[config.mk]
export PLATFORM = sky130hd
export DESIGN_NAME = user_logic_signal_processing_flat
export DESIGN_NICKNAME = d
export VERILOG_FILES = /design/src/rtl/user_logic_signal_processing_pkg.sv /design/src/rtl/user_logic_signal_processing_if.sv /design/src/rtl/user_logic_signal_processing_range_gate_accumulator.sv /design/src/rtl/user_logic_signal_processing.sv /design/src/flat_wrapper.sv
export SDC_FILE = /design/constraint.sdc
export NUM_CORES = 1
export LEC_CHECK = 0
export ABC_CLOCK_PERIOD_IN_PS = 13700
export CORE_MARGIN = 1.5
export CORE_UTILIZATION = 45
export CTS_CLUSTER_SIZE = 25
export DETAILED_ROUTE_END_ITERATION = 10
export PLACE_DENSITY_LB_ADDON = 0.3
export SLEW_MARGIN = 10
export SYNTH_ARGS = -nofsm -noshare
export SYNTH_HDL_FRONTEND = slang
export SYNTH_SLANG_ARGS = --single-unit
[constraint.sdc]
create_clock -name clk_i -period 13.7 [get_ports clk_i]
set_input_delay 2.74 -clock clk_i [delete_from_list [all_inputs] [get_ports clk_i]]
set_output_delay 2.74 -clock clk_i [all_outputs]
set_load 0.01 [all_outputs]
[src/rtl/user_logic_signal_processing_pkg.sv]
// Shared constants and types for the ADQ214 user-logic DSP slot.
package user_logic_signal_processing_pkg;

  // Accumulator width and part-number defaults identifying this build.
  localparam int          DEF_ACC_W       = 32;
  localparam logic [15:0] DEF_PARTNUM_1   = 16'h4C44;
  localparam logic [15:0] DEF_PARTNUM_2   = 16'h5350;
  localparam logic [15:0] DEF_PARTNUM_3   = 16'h0001;
  localparam logic [15:0] DEF_PARTNUM_REV = 16'h0100;

  // Field layout of the 64-bit status word on user_register_o.
  localparam int SUM_LSB = 0;
  localparam int SUM_W   = 32;
  localparam int CNT_LSB = 32;
  localparam int CNT_W   = 16;
  localparam int LEN_LSB = 48;
  localparam int LEN_W   = 16;

  // Range-gate window state.
  typedef enum logic {
    ST_IDLE   = 1'b0,
    ST_ACTIVE = 1'b1
  } gate_state_e;

endpackage

[src/rtl/user_logic_signal_processing_if.sv]
// Sample, trigger and user-register bus between the digitizer datapath and
// the user-logic slot. The slot itself uses the slave view.
interface user_logic_signal_processing_if;

  logic [15:0]  x0_i;
  logic [15:0]  x0z_i;
  logic [15:0]  x1_i;
  logic [15:0]  x1z_i;
  logic [3:0]   trigger_vector_i;
  logic [127:0] user_register_i;

  logic [15:0]  y0_o;
  logic [15:0]  y0z_o;
  logic [15:0]  y1_o;
  logic [15:0]  y1z_o;
  logic [3:0]   trigger_vector_o;
  logic [63:0]  user_register_o;

  modport master (
    output x0_i, x0z_i, x1_i, x1z_i, trigger_vector_i, user_register_i,
    input  y0_o, y0z_o, y1_o, y1z_o, trigger_vector_o, user_register_o
  );

  modport slave (
    input  x0_i, x0z_i, x1_i, x1z_i, trigger_vector_i, user_register_i,
    output y0_o, y0z_o, y1_o, y1z_o, trigger_vector_o, user_register_o
  );

endinterface

[src/rtl/user_logic_signal_processing_range_gate_accumulator.sv]
// Channel-0 range gate: trigger edge detect, window counter FSM, gated
// sample output, signed window accumulator and latched status word.
module user_logic_signal_processing_range_gate_accumulator
  import user_logic_signal_processing_pkg::*;
#(
  parameter int ACC_W = DEF_ACC_W
) (
  input  logic        clk_i,
  input  logic        rst_i,
  input  logic [15:0] x0_i,
  input  logic [15:0] x0z_i,
  input  logic [3:0]  trig_vec_i,
  input  logic [15:0] len_i,
  output logic [15:0] y0_o,
  output logic [15:0] y0z_o,
  output logic [63:0] status_o
);

  gate_state_e              state_q, state_d;
  logic [3:0]               trig_prev_q, trig_prev_d;
  logic [15:0]              cnt_q, cnt_d;
  logic [15:0]              len_q, len_d;
  logic signed [ACC_W-1:0]  acc_q, acc_d;
  logic [15:0]              y0_q, y0_d;
  logic [15:0]              y0z_q, y0z_d;
  logic [SUM_W-1:0]         sum_q, sum_d;
  logic [CNT_W-1:0]         win_cnt_q, win_cnt_d;
  logic [LEN_W-1:0]         stat_len_q, stat_len_d;

  logic                     trig;
  logic                     win_edge;
  logic                     win_first;
  logic                     win_last;
  logic signed [ACC_W-1:0]  pair;
  logic signed [ACC_W-1:0]  acc_next;

  // Rising edge on any trigger line; a held line fires only once.
  assign trig = |(trig_vec_i & ~trig_prev_q);

  // Sign-extended sum of the current even/odd sample pair.
  assign pair = ACC_W'(signed'(x0_i)) + ACC_W'(signed'(x0z_i));

  // Next-state: window FSM, gating, accumulation and status latch.
  always_comb begin
    // NOTE: every _d takes its _q (or zero) first, so no branch leaves it
    // unassigned and no latch is inferred.
    state_d     = state_q;
    trig_prev_d = trig_vec_i;
    cnt_d       = cnt_q;
    len_d       = len_q;
    acc_d       = acc_q;
    y0_d        = '0;
    y0z_d       = '0;
    sum_d       = sum_q;
    win_cnt_d   = win_cnt_q;
    stat_len_d  = stat_len_q;
    win_edge    = 1'b0;
    win_first   = 1'b0;
    win_last    = 1'b0;

    case (state_q)
      ST_IDLE: begin
        // L == 0 disables the gate entirely.
        if (trig && (len_i != '0)) begin
          win_edge  = 1'b1;
          win_first = 1'b1;
          len_d     = len_i;
          cnt_d     = len_i - 16'd1;
          // A one-cycle window completes on the trigger edge itself.
          if (len_i == 16'd1) win_last = 1'b1;
          else                state_d  = ST_ACTIVE;
        end
      end
      ST_ACTIVE: begin
        // Triggers are ignored here; cnt holds the samples still to take.
        win_edge = 1'b1;
        cnt_d    = cnt_q - 16'd1;
        if (cnt_q == 16'd1) begin
          win_last = 1'b1;
          state_d  = ST_IDLE;
        end
      end
      default: state_d = ST_IDLE;
    endcase

    acc_next = win_first ? pair : acc_q + pair;

    if (win_edge) begin
      y0_d  = x0_i;
      y0z_d = x0z_i;
      acc_d = acc_next;
    end

    if (win_last) begin
      sum_d      = SUM_W'(acc_next);
      win_cnt_d  = win_cnt_q + CNT_W'(1);
      stat_len_d = len_d;
    end
  end

  // State register; synchronous reset aborts any open window silently.
  always_ff @(posedge clk_i) begin
    // NOTE: non-blocking assignments so every flop samples pre-edge values.
    if (rst_i) begin
      state_q     <= ST_IDLE;
      trig_prev_q <= '0;
      cnt_q       <= '0;
      len_q       <= '0;
      acc_q       <= '0;
      y0_q        <= '0;
      y0z_q       <= '0;
      sum_q       <= '0;
      win_cnt_q   <= '0;
      stat_len_q  <= '0;
    end else begin
      state_q     <= state_d;
      trig_prev_q <= trig_prev_d;
      cnt_q       <= cnt_d;
      len_q       <= len_d;
      acc_q       <= acc_d;
      y0_q        <= y0_d;
      y0z_q       <= y0z_d;
      sum_q       <= sum_d;
      win_cnt_q   <= win_cnt_d;
      stat_len_q  <= stat_len_d;
    end
  end

  // Assemble the status word from the latched fields.
  always_comb begin
    status_o                     = '0;
    status_o[SUM_LSB +: SUM_W]   = sum_q;
    status_o[CNT_LSB +: CNT_W]   = win_cnt_q;
    status_o[LEN_LSB +: LEN_W]   = stat_len_q;
  end

  assign y0_o  = y0_q;
  assign y0z_o = y0z_q;

endmodule

[src/rtl/user_logic_signal_processing.sv]
// ADQ214 user-logic DSP slot: channel-0 range gate with window accumulator,
// registered channel-1 and trigger pass-through, constant part numbers.
module user_logic_signal_processing
  import user_logic_signal_processing_pkg::*;
#(
  parameter int          ACC_W       = DEF_ACC_W,
  parameter logic [15:0] PARTNUM_1   = DEF_PARTNUM_1,
  parameter logic [15:0] PARTNUM_2   = DEF_PARTNUM_2,
  parameter logic [15:0] PARTNUM_3   = DEF_PARTNUM_3,
  parameter logic [15:0] PARTNUM_REV = DEF_PARTNUM_REV
) (
  input  logic                           clk_i,
  input  logic                           rst_i,
  user_logic_signal_processing_if.slave  bus,
  output logic [15:0]                    ul_partnum_1_o,
  output logic [15:0]                    ul_partnum_2_o,
  output logic [15:0]                    ul_partnum_3_o,
  output logic [15:0]                    ul_partnum_rev_o
);

  logic [15:0] y1_q, y1_d;
  logic [15:0] y1z_q, y1z_d;
  logic [3:0]  trig_q, trig_d;

  // Only the window length field of the control word is used.
  logic unused_ctrl;
  assign unused_ctrl = ^bus.user_register_i[127:16];

  user_logic_signal_processing_range_gate_accumulator #(
    .ACC_W (ACC_W)
  ) u_range_gate_accumulator (
    .clk_i      (clk_i),
    .rst_i      (rst_i),
    .x0_i       (bus.x0_i),
    .x0z_i      (bus.x0z_i),
    .trig_vec_i (bus.trigger_vector_i),
    .len_i      (bus.user_register_i[15:0]),
    .y0_o       (bus.y0_o),
    .y0z_o      (bus.y0z_o),
    .status_o   (bus.user_register_o)
  );

  // Pass-through next values: channel 1 and trigger lines, unmodified.
  always_comb begin
    y1_d   = bus.x1_i;
    y1z_d  = bus.x1z_i;
    trig_d = bus.trigger_vector_i;
  end

  // One-clock pass-through registers with synchronous reset.
  always_ff @(posedge clk_i) begin
    if (rst_i) begin
      y1_q   <= '0;
      y1z_q  <= '0;
      trig_q <= '0;
    end else begin
      y1_q   <= y1_d;
      y1z_q  <= y1z_d;
      trig_q <= trig_d;
    end
  end

  assign bus.y1_o             = y1_q;
  assign bus.y1z_o            = y1z_q;
  assign bus.trigger_vector_o = trig_q;

  assign ul_partnum_1_o   = PARTNUM_1;
  assign ul_partnum_2_o   = PARTNUM_2;
  assign ul_partnum_3_o   = PARTNUM_3;
  assign ul_partnum_rev_o = PARTNUM_REV;

endmodule

[src/flat_wrapper.sv]
// flat-port wrapper written by rule: the top's interface ports become plain ports
module user_logic_signal_processing_flat import user_logic_signal_processing_pkg::*;
#(
  parameter int          ACC_W       = DEF_ACC_W,
  parameter logic [15:0] PARTNUM_1   = DEF_PARTNUM_1,
  parameter logic [15:0] PARTNUM_2   = DEF_PARTNUM_2,
  parameter logic [15:0] PARTNUM_3   = DEF_PARTNUM_3,
  parameter logic [15:0] PARTNUM_REV = DEF_PARTNUM_REV
)
  (clk_i, rst_i, ul_partnum_1_o, ul_partnum_2_o, ul_partnum_3_o, ul_partnum_rev_o, bus_x0_i, bus_x0z_i, bus_x1_i, bus_x1z_i, bus_trigger_vector_i, bus_user_register_i, bus_y0_o, bus_y0z_o, bus_y1_o, bus_y1z_o, bus_trigger_vector_o, bus_user_register_o);
  user_logic_signal_processing_if bus_i ();
  input  logic clk_i;
  input  logic rst_i;
  output logic [15:0] ul_partnum_1_o;
  output logic [15:0] ul_partnum_2_o;
  output logic [15:0] ul_partnum_3_o;
  output logic [15:0] ul_partnum_rev_o;
  input wire logic [$bits(bus_i.x0_i)-1:0] bus_x0_i;
  input wire logic [$bits(bus_i.x0z_i)-1:0] bus_x0z_i;
  input wire logic [$bits(bus_i.x1_i)-1:0] bus_x1_i;
  input wire logic [$bits(bus_i.x1z_i)-1:0] bus_x1z_i;
  input wire logic [$bits(bus_i.trigger_vector_i)-1:0] bus_trigger_vector_i;
  input wire logic [$bits(bus_i.user_register_i)-1:0] bus_user_register_i;
  output wire logic [$bits(bus_i.y0_o)-1:0] bus_y0_o;
  output wire logic [$bits(bus_i.y0z_o)-1:0] bus_y0z_o;
  output wire logic [$bits(bus_i.y1_o)-1:0] bus_y1_o;
  output wire logic [$bits(bus_i.y1z_o)-1:0] bus_y1z_o;
  output wire logic [$bits(bus_i.trigger_vector_o)-1:0] bus_trigger_vector_o;
  output wire logic [$bits(bus_i.user_register_o)-1:0] bus_user_register_o;
  assign bus_i.x0_i = bus_x0_i;
  assign bus_i.x0z_i = bus_x0z_i;
  assign bus_i.x1_i = bus_x1_i;
  assign bus_i.x1z_i = bus_x1z_i;
  assign bus_i.trigger_vector_i = bus_trigger_vector_i;
  assign bus_i.user_register_i = bus_user_register_i;
  assign bus_y0_o = bus_i.y0_o;
  assign bus_y0z_o = bus_i.y0z_o;
  assign bus_y1_o = bus_i.y1_o;
  assign bus_y1z_o = bus_i.y1z_o;
  assign bus_trigger_vector_o = bus_i.trigger_vector_o;
  assign bus_user_register_o = bus_i.user_register_o;
  user_logic_signal_processing #(.ACC_W(ACC_W), .PARTNUM_1(PARTNUM_1), .PARTNUM_2(PARTNUM_2), .PARTNUM_3(PARTNUM_3), .PARTNUM_REV(PARTNUM_REV)) u_core (.clk_i(clk_i), .rst_i(rst_i), .bus(bus_i), .ul_partnum_1_o(ul_partnum_1_o), .ul_partnum_2_o(ul_partnum_2_o), .ul_partnum_3_o(ul_partnum_3_o), .ul_partnum_rev_o(ul_partnum_rev_o));
endmodule
==> qor.csv <==
metric,value,unit
drive_above_1_share,4.75,%
setup_tns,0,ps
violations,DRC,
postSynth.asyncResetShare,0,%
rrSetupSlack,10020,ps
arrival,8270,ps
fp.dieH,153,microns
hp-class,flop to flop,
gp_congestion,0.884,
reg2regPathDepth,11,
vias,8564,
finalNetCount,1607,
multi_input_area,5560,sq um
first_global_vias,8004,
power_density,130,nW/um^2
yosysMostFrequentCell,dfxtp_1,
start_kind,input port,
antenna_found_initial,0,
cts_buffers,17,
cts_resized,0,
cts_tree,built,
yosys.area_share.simple,19.6,%
dp_hpwl,18400,microns
synth-seq-cells,197,
max-slew-margin-rel,40.8,%
root_buffer,clkbuf_16,
synth_compound_area_share,18.6,%
cts_buffer_depth,2,
critPathMaxFanout,17,
postRouteWirelength,25400,microns
cts_setup_buffers,0,
initial_utilization,46.1,%
synth_area_leaders,"dfxtp_1 39%, ha_1 6.6%, nor2_1 5.8%",
seq_power_share,38.5,%
grt_pass1_wl,41300,microns
p_leak,5.27,nW
synth_top_cell_area_share,39.0,%
synth_fa_ha_area_share,6.95,%
ant_nets,0,
hp-start,u_core.u_range_gate_accumulator.sum_q[2]$_SDFFE_PP0P_,
hold_path_depth,2,
htreeDepth,4,
setup_viol,0,
synth_top_cell_by_area,dfxtp_1,
synth_xor_area_share,5.71,%
cts_num_sinks,197,
comb_power_share,29.5,%
finalHoldViolCount,0,
n_fill_cell,1974,
yosys_most_used_dff,dfxtp_1,
finalCritPeriodShare,57.7,%
synth_edf_count,0,
fmax,126,MHz
tightest_slew,884,ps
critPathKind,input port to flop,
syn_area_per_cell,8.65,sq um
reg2reg_to,u_core.u_range_gate_accumulator.sum_q[30]$_SDFFE_PP0P_,
die-area,23400,sq um
final-seq-area,3940,sq um
synthTopCellsByCount,"197 x dfxtp_1, 157 x nor2_1, 74 x nand2_1",
cts_hold_buf,0,
p_sw_share,34.6,%
period_needed,7910,ps
p_sw,576,uW
synth_mux_area_share,1.61,%
fin_skew,16.0,ps
endpoint_kind,flop,
die_w,153,microns
clk_latency,450,ps
yosys_warnings,0,
r2r-start,u_core.u_range_gate_accumulator.acc_q[0]$_SDFFE_PP0N_,
rsz0062_at_grt,false,
drv_cap,0,
p_int,1.09,mW
final_core_utilization,58.5,%
grt_overflow,0,
status,"finished, violations left",
clk_pin_slew,80,ps
routed_via_density,5.20,
drc,28,
io_pins,394,
syn_area,10100,sq um
syn_inst,1169,
synth_cell_types,68,
rows,54,
power.share.clock,32.0,%
syn2layout_area_growth,27.0,%
drt_pass1_iterations,8,
diodes,0,
ys_seq_area_share,39.0,%
required,14060,ps
drv_slew,0,
grtUsageTotal,21.8,%
portBuffers,217,
synth_top_family_by_area,simple AND/OR/NAND/NOR gates,
grt_start_max_net_pins,79,
core_area,22000,sq um
hold_end,u_core.u_range_gate_accumulator.sum_q[2]$_SDFFE_PP0P_,
ir_drop,0.0000783,V
drt_first_iter_violations,452,
wl_per_cell,15.4,microns
[cell families after synthesis]
group | Yosys count
other | 2
AND/OR/NAND/NOR | 402
AO/OA/AOI/OAI | 278
multiplexers | 16
XOR/XNOR | 66
buffers and inverters | 153
adder cells (fa/ha/maj) | 55
flip-flops | 197
[worst max path at each step]
stage	startpoint	end	slack (ps)	depth (start not counted)
finish	bus_x0z_i[0]	u_core.u_range_gate_accumulator.sum_q[30]$_SDFFE_PP0P_	5790	21
global route	bus_x0z_i[0]	u_core.u_range_gate_accumulator.sum_q[30]$_SDFFE_PP0P_	5350	21
CTS	bus_x0z_i[0]	u_core.u_range_gate_accumulator.sum_q[30]$_SDFFE_PP0P_	5820	21
detailed placement	bus_x0z_i[0]	u_core.u_range_gate_accumulator.sum_q[30]$_SDFFE_PP0P_	5410	21
global placement	bus_x0_i[0]	u_core.u_range_gate_accumulator.sum_q[30]$_SDFFE_PP0P_	5460	21
floorplan	bus_x0z_i[0]	u_core.u_range_gate_accumulator.acc_q[29]$_SDFFE_PP0N_	6500	21
[final cells by class]
type / count / area share, %
clock buffers: 17 / 3.31
multi-input cells: 881 / 43.2
repair buffers: 226 / 17.4
inverters: 31 / 0.906
flip-flops and latches: 197 / 30.7
well taps: 280 / 2.73
clock inverters: 15 / 1.69
[layer usage]
metal	share of wire [%]	track usage, %
met5	0	0
met4	1.3	6.44
met3	4.9	3.60
met2	47	36.8
met1	47	28.6
[cell usage in the layout (no fill, tap or decap), types with 4 or more instances in the layout]
cell / netlist / final
xnor2_1: 37 / 37
or2_2: 5 / 5
nand3_1: 15 / 15
nand4_1: 5 / 5
nor2_1: 157 / 156
buf_4: 65 / 10
o21ai_0: 29 / 29
a221oi_1: 8 / 8
clkdlybuf4s50_1: 0 / 216
xor2_1: 29 / 29
nor2b_1: 36 / 36
inv_6: 0 / 4
o22ai_1: 7 / 7
conb_1: 2 / 64
ha_1: 53 / 53
a31oi_1: 17 / 17
clkbuf_16: 0 / 17
mux2i_1: 14 / 14
inv_1: 31 / 31
a21oi_1: 70 / 70
and3_1: 16 / 16
and2_1: 34 / 34
nor3_1: 21 / 21
o211ai_1: 5 / 5
clkinv_8: 0 / 5
o21bai_1: 4 / 4
a21o_1: 34 / 34
a211oi_1: 65 / 65
o21a_1: 7 / 6
nand2b_1: 8 / 7
dfxtp_1: 197 / 197
nand2_1: 74 / 74
inv_12: 0 / 5
or3_1: 11 / 11
[power by group through the flow]
stage | combinational [mW] | clock, mW | sequential, mW
detailed placement | 0.483 | 0 | 0.654
global route | 0.544 | 0.572 | 0.647
floorplan | 0.361 | 0 | 0.656
finish | 0.491 | 0.534 | 0.641
global placement | 0.477 | 0 | 0.652
CTS | 0.488 | 0.546 | 0.641
[critical path: stages]
cell             delay [ps]
clkdlybuf4s50_1         480
ha_1                    170
inv_1                    50
fa_1                    390
nor2b_1                 120
o21ai_0                 120
a21o_1                  210
a21oi_1                 250
a31oi_1                 200
o311ai_1                390
buf_4                   220
inv_1                   270
ha_1                    480
a21o_1                  180
a21oi_1                 160
o211ai_1                190
a21oi_1                 270
o21ai_0                 240
a221oi_1                510
mux2_2                  400
a211oi_1                190
[state kept, by name, summed over array words and instances, names as in the netlist]
register                                    cells
u_core.u_range_gate_accumulator.cnt_q          16
u_core.u_range_gate_accumulator.stat_len_q     16
u_core.u_range_gate_accumulator.sum_q          32
u_core.bus.trigger_vector_o                     4
u_core.u_range_gate_accumulator.state_q         1
u_core.u_range_gate_accumulator.win_cnt_q      16
u_core.bus.y1z_o                               16
u_core.u_range_gate_accumulator.len_q          16
u_core.u_range_gate_accumulator.y0z_o          16
u_core.bus.y1_o                                16
u_core.u_range_gate_accumulator.y0_o           16
u_core.u_range_gate_accumulator.acc_q          32
[through the flow]
stage | setup slack [ps] | hold WS, ps | std cells | power (mW) | area, sq um
global route | 5350 | 492 | 1647 | 1.76 | 12800
finish | 5790 | 460 | 1647 | 1.67 | 12800
global placement | 5460 | 440 | 1615 | 1.13 | 12200
floorplan | 6500 | 436 | 1231 | 1.02 | 10300
detailed placement | 5410 | 450 | 1615 | 1.14 | 12200
CTS | 5820 | 461 | 1647 | 1.68 | 12800
Power figures use the tool's default switching activity.
